$ cat config.mk
export PLATFORM = sky130hd
export DESIGN_NAME = icache_fill_ctrl
export DESIGN_NICKNAME = d
export VERILOG_FILES = /design/src/rtl/icache_fill_ctrl.sv
export SDC_FILE = /design/constraint.sdc
export NUM_CORES = 1
export LEC_CHECK = 0
export ABC_CLOCK_PERIOD_IN_PS = 7000
export CORE_ASPECT_RATIO = 0.7
export CORE_MARGIN = 5
export CORE_UTILIZATION = 50
export DETAILED_ROUTE_END_ITERATION = 10
export PLACE_DENSITY_LB_ADDON = 0.12
export REMOVE_ABC_BUFFERS = 1
export SYNTH_ARGS = -nofsm -noshare
export SYNTH_HDL_FRONTEND = slang
export SYNTH_SLANG_ARGS = --single-unit
$ cat constraint.sdc
create_clock -name clk -period 7 [get_ports clk]
set_input_delay 1.4 -clock clk [delete_from_list [all_inputs] [get_ports clk]]
set_output_delay 1.4 -clock clk [all_outputs]
set_load 0.02 [all_outputs]
$ cat src/rtl/icache_fill_ctrl.sv
// Direct-mapped read-only instruction cache with a single-outstanding line fill FSM.
// Hits return in the lookup cycle; misses stall IF while one 4-word line is fetched.
module icache_fill_ctrl #(
    parameter int INDEX_BITS = 4,
    parameter int CNT_W      = 16
) (
    input  logic             clk,
    input  logic             rst_n,
    input  logic             fetch_re,
    input  logic [15:0]      fetch_addr,
    input  logic             inv_all,
    output logic [15:0]      instr,
    output logic             instr_vld,
    output logic             stall,
    output logic             mem_re,
    output logic [13:0]      mem_addr,
    input  logic [63:0]      mem_rdata,
    input  logic             mem_rdy,
    output logic [CNT_W-1:0] hit_cnt,
    output logic [CNT_W-1:0] miss_cnt
);

    localparam int SETS  = 1 << INDEX_BITS;
    localparam int TAG_W = 14 - INDEX_BITS;

    localparam logic [1:0] ST_IDLE = 2'd0;
    localparam logic [1:0] ST_WAIT = 2'd1;
    localparam logic [1:0] ST_FILL = 2'd2;

    logic [1:0]             state_q, state_d;
    logic [SETS-1:0]        valid_q, valid_d;
    logic [13:0]            miss_line_q, miss_line_d;
    logic                   kill_fill_q, kill_fill_d;
    logic [CNT_W-1:0]       hit_cnt_q, hit_cnt_d;
    logic [CNT_W-1:0]       miss_cnt_q, miss_cnt_d;

    logic [TAG_W-1:0]       tag_q  [SETS];
    logic [63:0]            data_q [SETS];

    logic [INDEX_BITS-1:0]  fetch_idx;
    logic [TAG_W-1:0]       fetch_tag;
    logic [INDEX_BITS-1:0]  fill_idx;
    logic [TAG_W-1:0]       fill_tag;
    logic [63:0]            line_sel;
    logic                   hit;
    logic                   fill_we;

    assign fetch_idx = fetch_addr[2 +: INDEX_BITS];
    assign fetch_tag = fetch_addr[15 -: TAG_W];
    assign fill_idx  = miss_line_q[0 +: INDEX_BITS];
    assign fill_tag  = miss_line_q[13 -: TAG_W];

    // Lookup only counts as a hit in IDLE, so the arrays are never read mid-fill.
    assign hit       = (state_q == ST_IDLE) && valid_q[fetch_idx] &&
                       (tag_q[fetch_idx] == fetch_tag);
    assign line_sel  = data_q[fetch_idx];
    assign instr     = line_sel[{fetch_addr[1:0], 4'b0000} +: 16];
    assign instr_vld = fetch_re & hit;
    assign stall     = fetch_re & ~instr_vld;

    assign mem_re    = (state_q == ST_WAIT);
    assign mem_addr  = miss_line_q;
    assign fill_we   = (state_q == ST_WAIT) && mem_rdy;

    assign hit_cnt   = hit_cnt_q;
    assign miss_cnt  = miss_cnt_q;

    always_comb begin
        state_d     = state_q;
        miss_line_d = miss_line_q;
        kill_fill_d = kill_fill_q;
        hit_cnt_d   = hit_cnt_q;
        miss_cnt_d  = miss_cnt_q;

        if (instr_vld && (hit_cnt_q != {CNT_W{1'b1}})) begin
            hit_cnt_d = hit_cnt_q + 1'b1;
        end

        case (state_q)
            ST_IDLE: begin
                kill_fill_d = 1'b0;
                if (fetch_re && !hit) begin
                    miss_line_d = fetch_addr[15:2];
                    state_d     = ST_WAIT;
                    if (miss_cnt_q != {CNT_W{1'b1}}) begin
                        miss_cnt_d = miss_cnt_q + 1'b1;
                    end
                end
            end
            ST_WAIT: begin
                // An invalidate while the line is in flight must not let it become valid.
                if (inv_all) begin
                    kill_fill_d = 1'b1;
                end
                if (mem_rdy) begin
                    state_d = ST_FILL;
                end
            end
            ST_FILL: begin
                state_d = ST_IDLE;
            end
            default: begin
                state_d = ST_IDLE;
            end
        endcase
    end

    always_comb begin
        valid_d = valid_q;
        if (inv_all) begin
            valid_d = '0;
        end else if (fill_we && !kill_fill_q) begin
            valid_d[fill_idx] = 1'b1;
        end
    end

    always_ff @(posedge clk or negedge rst_n) begin
        if (!rst_n) begin
            state_q     <= ST_IDLE;
            valid_q     <= '0;
            miss_line_q <= '0;
            kill_fill_q <= 1'b0;
            hit_cnt_q   <= '0;
            miss_cnt_q  <= '0;
        end else begin
            state_q     <= state_d;
            valid_q     <= valid_d;
            miss_line_q <= miss_line_d;
            kill_fill_q <= kill_fill_d;
            hit_cnt_q   <= hit_cnt_d;
            miss_cnt_q  <= miss_cnt_d;
        end
    end

    // Tag and data storage carry no reset; the valid bits alone qualify them.
    always_ff @(posedge clk) begin
        if (fill_we) begin
            data_q[fill_idx] <= mem_rdata;
            tag_q[fill_idx]  <= fill_tag;
        end
    end

endmodule
* Word-level counts from Yosys, hierarchy flattened
Memories as Yosys holds them, arrays and structs flattened. Cells that the tools add are included.
Operators by class: equality and inequality tests 7, add/sub/neg operators 2, reductions and logical operators 16, $lt $le $gt $ge 3, muxes and demuxes 13, shifts and indexed selects 1, bitwise logic cells 4
Operator list (number):
- variable part select 64 x 7 -> 16 bit | 1
- adder 16 x 1 -> 16 bit, second input constant | 2
- two-way mux 16 bit | 2
- != test 16 bit, second input constant | 2
- OR 16 bit | 1
- == test 10 bit | 1
- < comparator 4 x 5 -> 1 bit, second input constant | 2
- logical AND 1 bit | 7
- AND reduction 2 bit | 3
- two-way mux 1 bit | 5
- binary-select mux 1 bit (select 4 bit) | 1
- demux 1 bit (select 4 bit) | 1
- >= comparator 4 x 1 -> 1 bit, second input constant | 1
- two-way mux 2 bit | 2
- != test 2 x 1 -> 1 bit, second input constant | 2
- case mux 2 bit (2 select lines) | 1
- nonzero test 2 bit | 2
- AND reduction 3 bit | 1
- AND 1 bit | 2
- == test 2 x 1 -> 1 bit, second input constant | 1
- zero test 1 bit | 2
- zero test 2 bit | 1
- != test 2 bit, second input constant | 1
- case mux 1 bit (2 select lines) | 1
- NOT 1 bit | 1
Word-level totals: register bits 65, RAM bits 1184, memories 2, output and inout port bits 65, word-level logic and storage cells 54
Memories:
- data_q | depth 16, bits a word 64, read ports 1, clocked after memory_dff 0, write ports 1, RTL line 38 | logic [63:0] data_q [SETS];
- tag_q | depth 16, bits a word 10, read ports 1, clocked after memory_dff 0, write ports 1, RTL line 37 | logic [TAG_W-1:0] tag_q [SETS];

* Depth between registers and ports, before layout
Gate-level depths: netlist of the first run.
depth after elaboration 8, mapped depth 12, depth with buffers taken out 8

* Worst setup path before layout of the first run
OpenSTA, ideal clock, no wires.
kind input to register, from input port mem_rdy, to memory data_q[1][0] (enable), buffers on the path 0, cell stages on the path 5, path slack -604 ps, data arrival time 7007 ps, cell sequence nand2_1 > inv_1 > nand2_1 > or2_2 > nor3_1
On the way: word-level cells in the longest chain between the ends 3
Ends and longest elaborated chain:
- start: declaration | RTL line 18 | input logic mem_rdy,
- logical AND 1 bit | RTL line 63 | assign fill_we = (state_q == ST_WAIT) && mem_rdy;
- two-way mux 1 bit | RTL line 137 | if (fill_we) begin
- two-way mux 1 bit (implied by the code) | RTL line 138 | data_q[fill_idx] <= mem_rdata;
- end: declaration | RTL line 38
Every way passes these cells.

* Worst setup path in the final report of the first run
from input port fetch_addr[5], to output port instr_vld
On the way: word-level cells in the longest chain between the ends 5
Ends and longest elaborated chain:
- start: declaration | RTL line 10 | input logic [15:0] fetch_addr,
- branches (longest 3 deep; another with memory read (16 x 10 bit))
- logical AND 1 bit (*) | RTL line 54 | assign hit = (state_q == ST_IDLE) && valid_q[fetch_idx] &&
- AND 1 bit (*) | RTL line 58 | assign instr_vld = fetch_re & hit;
- end: declaration | RTL line 13 | output logic instr_vld,
Every way passes the cells marked *. The select of a mux whose other input is x is not followed.

==> impl_results.md, run 1 <==
- Dpl cell area: approximately 52000 um^2
- Main synth FF type: edfxtp_1
- CTS Hold Bufs: 0
- Post-Route WL: between 100000 and 150000 um
- Share of the synthesized area in the top cell type: approximately 74%
- Gr usage total: between 20% and 30%
- Top routing layer used: met5
- Met3 Wirelength: a little over 6000 um
- Hold Fails Final Rpt: 0
- Critical Path AT: between 4000 and 5000 ps
- Final setup vio count: 0
- Longest Clk Path Bufs: 3
- Internal Power: ~12 mW
- Die Width: 381 um
- Post-synth EDFFs: 1184
- Fin crit share: just under 90%
- Clk network pwr share: a little under two fifths
- Final Instance Count excl. Fillers: between 3000 and 4000
- Fin area: roughly 55000 um^2
- HP Class: reg2reg
- Max Cap Violations: 0
- Clk_lat worst skew: between 700 and 800 ps
- Most frequent cells after synthesis: edfxtp_1, mux4_2, dfrtp_1, clkbuf_1, nor2_1
- Placed wire-length estimate: between 50000 and 60000 um
- Clock sinks: 1249
- Io pins: 150
- Comb power frac: about 8.3%
- Ratio of cells with drive above 1 in the final layout: about 27%
- Antenna-violating nets left: 0
- Measured slew at the worst slew-check pin: approximately 1100 ps
- Max-slew violations: 0
- CTS tree: done
- Worst Skew: between 15 and 20 ps
- Vias post-DR: about 22000
- Netlist Area Pre-Place: just under 50000 um^2
- Wire length on met2: approximately 51000 um
- Num rows: between 90 and 100
- First-pass GRT wire length: roughly 160000 um
- Area Growth Syn to Fin: 14.6%
- Routability cong.: 0.783
- Vias in the first global route: roughly 23000
- Yosys cell types: 48
- Post-CTS Setup Bufs: 0
- Critical-path maximum fanout: 14
- Worst setup margin: between 800 and 900 ps
- Post-synthesis sequential area ratio: about 77%
- Synth Register Bits: 1249
- Input/output buffers: 149
- Most frequent cell after synthesis: edfxtp_1
- Syn_area_per_cell: roughly 24 um^2
- Grt ovf: 0
- CP required: roughly 5600 ps
- Startpoint types: input port
- Post-synth top area cell: edfxtp_1
- Synth area leaders: edfxtp_1, mux4_2, dfrtp_1, mux2_2, xor2_1
- First DRT Iteration DRCs: 1956
- Vias/cell: around 6
- NumNets Final: between 2000 and 2500
- Synth Warn #: 0
- Die Area: 103000 um^2
- RSZ-0062 raised after global routing: false
- Sequential power share: between 50% and 60%
- Initial antenna violation count: 6
- Fin util: roughly 58%
- Number of detailed-route iterations in the first pass: 5
- Dpl ws: approximately 840 ps
- CTS resizes: 0
- Cells after synthesis: between 2000 and 2500
- Post-DR wirelength/cell: roughly 30 um
- CTS clk-pin slew, worst paths: roughly 60 ps
- Placed Cells: between 3000 and 4000
- Outcome: completed
- Crit Path Class: in2out
- VDD IR max: 196 uV
- Die Y-Extent: 269 um
- Power Density: around 300 nW/um^2
- # DRC: 0
- H-tree Lvls: 3
- Leak pwr: 17.5 nW
- CTS Buf Count: 113
- Starting Density: about half
- Fmax: roughly 0.16 GHz
- Largest net degree at the start of global routing: 75
- Switching Share: between 20% and 30%
- Met1 Wirelength: between 40000 and 50000 um
- Min Tclk post-route: 6160 ps
- Core area: approximately 96000 um^2
- Clock Root Buffer: clkbuf_16
- CP endpoint kind: output pin
- Switching power: ~3.6 mW
- Ys async rst share: under 10%
- Worst slew margin: between 20% and 30%
-- cell usage in the layout (no fill, tap or decap), types with 17 or more instances in the layout --
| cell | Yosys | routed |
|---|---|---|
| buf_4 | 5 | 50 |
| clkinv_2 | 0 | 22 |
| a21oi_1 | 17 | 17 |
| xor2_1 | 24 | 24 |
| mux2i_1 | 20 | 20 |
| nor2_1 | 45 | 33 |
| dfrtp_1 | 65 | 65 |
| clkdlybuf4s50_1 | 0 | 143 |
| edfxtp_1 | 1184 | 1184 |
| nand2_1 | 20 | 20 |
| buf_12 | 1 | 21 |
| clkinv_1 | 0 | 31 |
| mux2_2 | 24 | 24 |
| clkbuf_1 | 50 | 21 |
| mux4_2 | 368 | 368 |
| clkbuf_16 | 0 | 114 |
-- power by group through the flow --
stage / Combinational, mW / Sequential [mW] / Clock [mW]
floorplan: 0.598 / 8.99 / 0
global placement: 1.34 / 8.96 / 0
detailed placement: 1.36 / 8.99 / 0
CTS: 1.36 / 8.84 / 6.07
global route: 1.43 / 8.87 / 6.39
finish: 1.34 / 8.83 / 5.94
-- cell families (layout without fill, tap and decap cells) --
kind of cell	count (synthesis)	in the layout	synth area share, %
flip-flops	1249	1249	77.3
XOR/XNOR	39	39	0.710
adder cells (fa/ha/maj)	2	2	0.0520
AND/OR/NAND/NOR	157	157	1.68
other	0	1	0
buffers and inverters	111	439	1.08
multiplexers	412	412	18.2
AO/OA/AOI/OAI	66	66	0.939
-- final cells by class --
cell class / count / area [um^2]
fill: 6806 / 40600
sequential: 1249 / 37200
multi-input combinational: 676 / 10500
clock buffer: 136 / 2950
timing repair buffer: 219 / 2270
tap: 1261 / 1580
clock inverter: 72 / 577
inverter: 12 / 50.0
antenna: 1 / 2.50
-- critical path: stages --
cell             delay [ps]
clkdlybuf4s50_1         790
buf_4                   300
nor2b_1                 420
a22oi_1                 170
o21ai_1                 140
xor2_1                  120
or2_2                   300
a2111oi_0               250
and3_1                  240
clkdlybuf4s50_1         610
-- routing by layer --
layer	up-vias	global-route usage (%)
met4	10	4.13
met5	-	0
met3	145	3.70
li1	9201	-
met2	607	33.0
met1	12022	31.4
-- state kept, by name, indices dropped and copies added, names as in the netlist --
name / count
data_q: 1024
hit_cnt: 16
kill_fill_q: 1
mem_addr: 14
miss_cnt: 16
state_q: 2
tag_q: 160
valid_q: 16
-- final timing paths --
| kind | from | to | slack, ps | depth (start not counted) |
|---|---|---|---|---|
| max | fetch_addr[5] | instr_vld | 840 | 10 |
| min | hit_cnt[6]$_DFFE_PN0P_ | hit_cnt[6]$_DFFE_PN0P_ | 490 | 1 |
| max reg2reg | state_q[1]$_DFFE_PN0P_ | data_q[9][30]$_DFFE_PP_ | 3700 | 7 |
| min reg2reg | hit_cnt[6]$_DFFE_PN0P_ | hit_cnt[6]$_DFFE_PN0P_ | 490 | 1 |
| max in group asynchronous | rst_n | valid_q[4]$_DFFE_PN0P_ | 5560 | 2 |
| min in group asynchronous | rst_n | hit_cnt[10]$_DFFE_PN0P_ | 880 | 2 |
-- through the flow --
stage          total power [mW]  TNS [ps]  hold slack [ps]
3_3_place_gp               10.3         0              474
5_1_grt                    16.7         0              504
2_1_floorplan              9.59   -132870              457
6_report                   16.1         0              486
4_1_cts                    16.3         0              492
3_5_place_dp               10.4         0              481
(Power assumes the default switching activity.)
==> run 2, diff against run 1 <==
- DONT_BUFFER_PORTS: not set -> 1
- GPL_ROUTABILITY_DRIVEN: not set -> 0
- MAX_ROUTING_LAYER: not set -> met4
==> impl_results.md, run 2 (synthesis results as in run 1) <==
- R2R cell count: 7 (unchanged)
- H-tree Lvls: 3 (unchanged)
- Grt ovf: 0 (unchanged)
- Crit path cell chain: mux4_2 > mux2i_1 > xor2_1 > a31oi_1 > a211oi_2 > nand4b_4 > buf_4 > and2_1
- Comb power frac: 5.4% (-2.9 points)
- Clk network pwr share: 38.5% (+1.6 points)
- Power Density: 298 nW/um^2 (+2.0%)
- Ratio of cells with drive above 1 in the final layout: 28.4% (+0.89 points)
- Internal Power: 12.5 mW (about the same)
- Critical Path AT: 4420 ps (-340 ps)
- Worst Setup SP: fetch_addr[3]
- Crit-path slowest cell: mux4_2
- Largest net degree at the start of global routing: 307 (+310%)
- CTS Buf Count: 115 (+1.8%)
- HP Class: in2async
- CTS resizes: 0 (unchanged)
- Core area: 95700 um^2 (unchanged)
- Fin util: 55.7% (-1.9 points)
- FF-to-FF setup slack: 3210 ps (-490 ps)
- R2r endpoint: data_q[9][28]$_DFFE_PP_
- Clock sinks: 1249 (unchanged)
- Measured slew at the worst slew-check pin: 1440 ps (+349 ps)
- Vias post-DR: 21324 (-3.0%)
- Biggest cell delay along the critical path: 930 ps (+140 ps)
- Most frequent cells in the layout: edfxtp_1, mux4_2, clkbuf_16
- Sequential power share: 56.1% (+1.3 points)
- Largest register FFs: 1024 (unchanged)
- Regs by FF count: data_q: 1024 flops, tag_q: 160 flops
- Clk_lat worst skew: 710 ps (about the same)
- Worst slew margin: 4.29% (-23 points)
- Worst R2R Start: state_q[1]$_DFFE_PN0P_
- CP endpoint kind: output pin
- Input/output buffers: 0 (-100%)
- Die Area: 103000 um^2 (unchanged)
- Vias in the first global route: 22367 (-2.9%)
- Io pins: 150 (unchanged)
- Longest Clk Path Bufs: 3 (unchanged)
- Leak pwr: 16.7 nW (-4.3%)
- First DRT Iteration DRCs: 1887 (-3.5%)
- Starting Density: 50.3% (unchanged)
- Family with the most delay on the worst path: multiplexers
- Post-CTS Setup Bufs: 0 (unchanged)
- Setup tns final: 0 ps (unchanged)
- Antenna-violating nets left: 0 (unchanged)
- Critical-path maximum fanout: 306 (+292)
- Critical Path End: stall
- Switching power: 3.41 mW (-6.5%)
- Max-slew violations: 0 (unchanged)
- Crit Path Class: in2out
- First-pass GRT wire length: 156000 um (-1.7%)
- NumNets Final: 2172 (-7.9%)
- Area Growth Syn to Fin: 10.8%
- CTS tree: done
- CTS Hold Bufs: 0 (unchanged)
- Gr usage total: 21.4% (+0.53 points)
- # DRC: 0 (unchanged)
- VDD IR max: 224 uV (+15%)
- CP required: 5600 ps (about the same)
- Placed wire-length estimate: 50700 um (-10%)
- Outcome: completed
- Vias/cell: 6.20 (+2.2%)
- Max Cap Violations: 0 (unchanged)
- Min Tclk post-route: 5820 ps (-342 ps)
- Switching Share: 21.5% (-1.2 points)
- Clock Root Buffer: clkbuf_16
- Post-DR wirelength/cell: 30.7 um (+5.1%)
- Startpoint types: input port
- Most common cell after layout, fill and taps aside: edfxtp_1
- Crit. path cell count: 8 (-2)
- Hold Fails Final Rpt: 0 (unchanged)
- RSZ-0062 raised after global routing: false
- CTS clk-pin slew, worst paths: 60 ps (about the same)
- Post-Route WL: 106000 um (-0.21%)
- Final setup vio count: 0 (unchanged)
- Fmax: 0.172 GHz (+5.9%)
- Register bank with the most flops: data_q
- Crit path buffers/inverters: 1 (-2)
- Worst Skew: 25.0 ps (+6.66 ps)
- Number of detailed-route iterations in the first pass: 7 (+2)
- Die Width: 381 um (unchanged)
- Initial antenna violation count: 0 (-6)
- Fin crit share: 83.2% (-4.9 points)
- Num rows: 95 (unchanged)
- Die Y-Extent: 269 um (unchanged)
- Antenna diodes: 0 (-1)
run 2: cell count changes in the layout (fill, tap and decap cells not counted), moves of 2 or more:
| cell | previous run | this run |
|---|---|---|
| clkinv_1 | 31 | 18 |
| buf_4 | 50 | 26 |
| clkbuf_16 | 114 | 119 |
| buf_8 | 2 | 0 |
| bufinv_16 | 8 | 10 |
| buf_12 | 21 | 5 |
| clkinv_2 | 22 | 34 |
| clkbuf_1 | 21 | 25 |
| clkdlybuf4s50_1 | 143 | 0 |
| inv_6 | 5 | 2 |
| buf_2 | 3 | 0 |
run 2: area by class of cell:
class	count	area, um^2
multi-input combinational	676	10500
sequential	1249	37200
inverter	12	50.0
fill	6909	42400
clock buffer	144	3070
timing repair buffer	31	295
clock inverter	69	594
tap	1261	1580
run 2: through the flow:
step                      worst slack, ps  power (mW)  std cells  instance area (um^2)  hold slack [ps]
after CTS                            1870        16.0       3442                 53300              319
after global placement               1790        9.90       3229                 49600              474
after detailed placement             1910        9.93       3229                 49600              488
final                                1180        15.9       3442                 53300              385
after floorplan                      -604        9.59       1937                 47600              457
after global routing                 1530        16.4       3442                 53300              330
run 2: routing by layer:
| metal | share of wire [%] | vias up | global-route usage, % | routed length (um) |
|---|---|---|---|---|
| met4 | 1.6 | 0 | 4.32 | 1680 |
| met3 | 5.8 | 132 | 4.35 | 6160 |
| li1 | - | 8817 | - | - |
| met2 | 50 | 582 | 33.8 | 52400 |
| met5 | 0 | - | - | 0 |
| met1 | 43 | 11793 | 29.8 | 45500 |
run 2: worst min path at each step:
| stage | startpoint | end |
|---|---|---|
| 2_1_floorplan | valid_q[6]$_DFFE_PN0P_ | valid_q[6]$_DFFE_PN0P_ |
| 3_3_place_gp | valid_q[2]$_DFFE_PN0P_ | valid_q[2]$_DFFE_PN0P_ |
| 3_5_place_dp | valid_q[15]$_DFFE_PN0P_ | valid_q[15]$_DFFE_PN0P_ |
| 4_1_cts | rst_n | hit_cnt[6]$_DFFE_PN0P_ |
| 5_1_grt | rst_n | hit_cnt[6]$_DFFE_PN0P_ |
| 6_report | rst_n | hit_cnt[6]$_DFFE_PN0P_ |
run 2: power by group through the flow:
stage / clock network, mW / logic, mW / registers (mW)
5_1_grt: 6.58 / 0.900 / 8.94
2_1_floorplan: 0 / 0.598 / 8.99
3_3_place_gp: 0 / 0.849 / 9.05
4_1_cts: 6.26 / 0.862 / 8.91
3_5_place_dp: 0 / 0.859 / 9.08
6_report: 6.11 / 0.859 / 8.91
run 2: worst register-to-register path, stage by stage (launching register included):
cell and delay (ps):
dfrtp_1 390, nor2b_1 480, nand2_1 250, inv_1 150
nand2_1 100, or2_2 400, nor2_4 840, buf_4 760
==> run 3, diff against run 2 <==
- ABC_CLOCK_PERIOD_IN_PS: 7000 -> 4700
- clock period: 7 -> 4.7 ns (I/O delays scaled with it)
==> impl_results.md, run 3 (synthesis results as in run 1) <==
- Outcome: completed
- Clk_lat worst skew: 700 ps (about the same)
- Vias/cell: 6.12 (-1.2%)
- Register bank with the most flops: data_q
- Worst Skew: 23.3 ps (-1.63 ps)
- Startpoint types: input port
- Die Area: 103000 um^2 (unchanged)
- H-tree Lvls: 3 (unchanged)
- Die Width: 381 um (unchanged)
- CTS Hold Bufs: 1 (+1)
- Antenna diodes: 0 (unchanged)
- Power Density: 436 nW/um^2 (+46%)
- Worst Setup SP: fetch_addr[2]
- Regs by FF count: data_q: 1024 flops, tag_q: 160 flops
- Initial antenna violation count: 0 (unchanged)
- Clock sinks: 1249 (unchanged)
- Dpl ws: 563 ps (-1350 ps)
- CTS clk-pin slew, worst paths: 60 ps (about the same)
- Crit path cell chain: mux4_2 > a22oi_1 > o21ai_1 > xor2_1 > or2_2 > a2111oi_0 > and3_1
- Area Growth Syn to Fin: 11.0%
- Gr usage total: 21.1% (-0.37 points)
- Vias in the first global route: 22391 (+0.11%)
- Max Cap Violations: 0 (unchanged)
- # DRC: 0 (unchanged)
- First-pass GRT wire length: 154000 um (-0.91%)
- Hold Fails Final Rpt: 0 (unchanged)
- Placed wire-length estimate: 50900 um (+0.33%)
- Critical-path maximum fanout: 301 (-1.6%)
- Fin crit share: 94.0%
- Leak pwr: 16.8 nW (+0.18%)
- Dpl cell area: 49800 um^2 (+0.48%)
- Longest Clk Path Bufs: 3 (unchanged)
- Vias post-DR: 21132 (-0.90%)
- Most frequent cells in the layout: edfxtp_1, mux4_2, clkbuf_16
- Ratio of cells with drive above 1 in the final layout: 28.4% (about the same)
- Clock Root Buffer: clkbuf_16
- Max-slew violations: 0 (unchanged)
- Fmax: 0.226 GHz
- Largest net degree at the start of global routing: 307 (unchanged)
- Fillers: 6932 (+0.33%)
- CTS Buf Count: 115 (unchanged)
- Crit Path Class: in2out
- Num rows: 95 (unchanged)
- Worst slew margin: 31.7% (+27 points)
- VDD IR max: 301 uV (+34%)
- Crit path buffers/inverters: 0 (-1)
- NumNets Final: 2188 (+0.74%)
- Core area: 95700 um^2 (unchanged)
- Final setup vio count: 0 (unchanged)
- Io pins: 150 (unchanged)
- Measured slew at the worst slew-check pin: 1020 ps (-418 ps)
- CTS resizes: 0 (unchanged)
- Input/output buffers: 0 (unchanged)
- CP required: 3760 ps (-1840 ps)
- Largest register FFs: 1024 (unchanged)
- Crit-path slowest cell: mux4_2
- Die Y-Extent: 269 um (unchanged)
- CP endpoint kind: output pin
- First DRT Iteration DRCs: 1879 (-0.42%)
- Number of detailed-route iterations in the first pass: 5 (-2)
- Starting Density: 50.3% (unchanged)
- RSZ-0062 raised after global routing: false
- HP Class: in2async
- Critical Path AT: 3480 ps (-940 ps)
- Post-DR wirelength/cell: 29.9 um (-2.6%)
- Grt ovf: 0 (unchanged)
- Min Tclk post-route: 4420 ps
- Post-CTS Setup Bufs: 0 (unchanged)
- Fin area: 53400 um^2 (+0.17%)
- Most common cell after layout, fill and taps aside: edfxtp_1
- Worst R2R Start: state_q[1]$_DFFE_PN0P_
- Biggest cell delay along the critical path: 680 ps (-250 ps)
- Antenna-violating nets left: 0 (unchanged)
- Worst setup margin: 282 ps (-896 ps)
- CTS tree: done
- Post-Route WL: 103000 um (-2.2%)
- Family with the most delay on the worst path: simple AND/OR/NAND/NOR gates
-- run 3: changes by cell type in the layout (fill, tap and decap cells not counted), sizes merged --
cell,delta
inv,+2
clkbuf,-3
clkinv,+4
bufinv,-6
clkinvlp,-1
buf,+16
-- run 3: worst paths after layout --
kind | end | slack (ps) | cells past startpoint
worst max-delay path | instr_vld | 280 | 7
min in group clk | valid_q[11]$_DFFE_PN0P_ | 300 | 1
max in group asynchronous | hit_cnt[3]$_DFFE_PN0P_ | 4320 | 1
worst min-delay path | valid_q[11]$_DFFE_PN0P_ | 120 | 1
worst min register to register | valid_q[15]$_DFFE_PN0P_ | 510 | 2
worst max register to register | data_q[15][54]$_DFFE_PP_ | 1390 | 6
-- run 3: area by class of cell --
type                       instances  area, um^2  share of cell area (%)
clock buffer                     141        3050                    5.71
clock inverter                    68         443                   0.830
inverter                          12        50.0                  0.0938
multi-input combinational        676       10500                    19.7
sequential                      1249       37200                    69.7
tap                             1261        1580                    2.96
timing repair buffer              47         561                    1.05
-- run 3: metal layers --
metal  global-route usage, %  share of wire (%)  vias to the layer above
met1                    29.2                 43                    11640
met3                    4.77                6.2                      119
met5                       -                  0                        -
li1                        -                  -                     8842
met2                    33.0                 49                      531
met4                    3.86                1.5                        0
-- run 3: power by group --
group | internal (mW) | switching [mW] | leakage (nW) | total [mW]
sequential | 12.8 | 0.455 | 11.5 | 13.3
clock | 4.80 | 3.91 | 1.72 | 8.71
combinational | 0.609 | 0.672 | 3.53 | 1.28
total | 18.2 | 5.04 | 16.8 | 23.3
-- run 3: per-stage QoR --
step | util (%) | cells | setup TNS, ps | total power, mW | hold slack (ps)
4_1_cts | 55.8 | 3454 | 0 | 23.5 | 67.1
5_1_grt | 55.8 | 3454 | 0 | 24.1 | 100
3_5_place_dp | 52.1 | 3244 | 0 | 14.8 | 490
2_1_floorplan | - | 1937 | -945040 | 14.3 | 457
3_3_place_gp | 52.1 | 3244 | 0 | 14.7 | 476
6_report | 55.8 | 3454 | 0 | 23.3 | 121
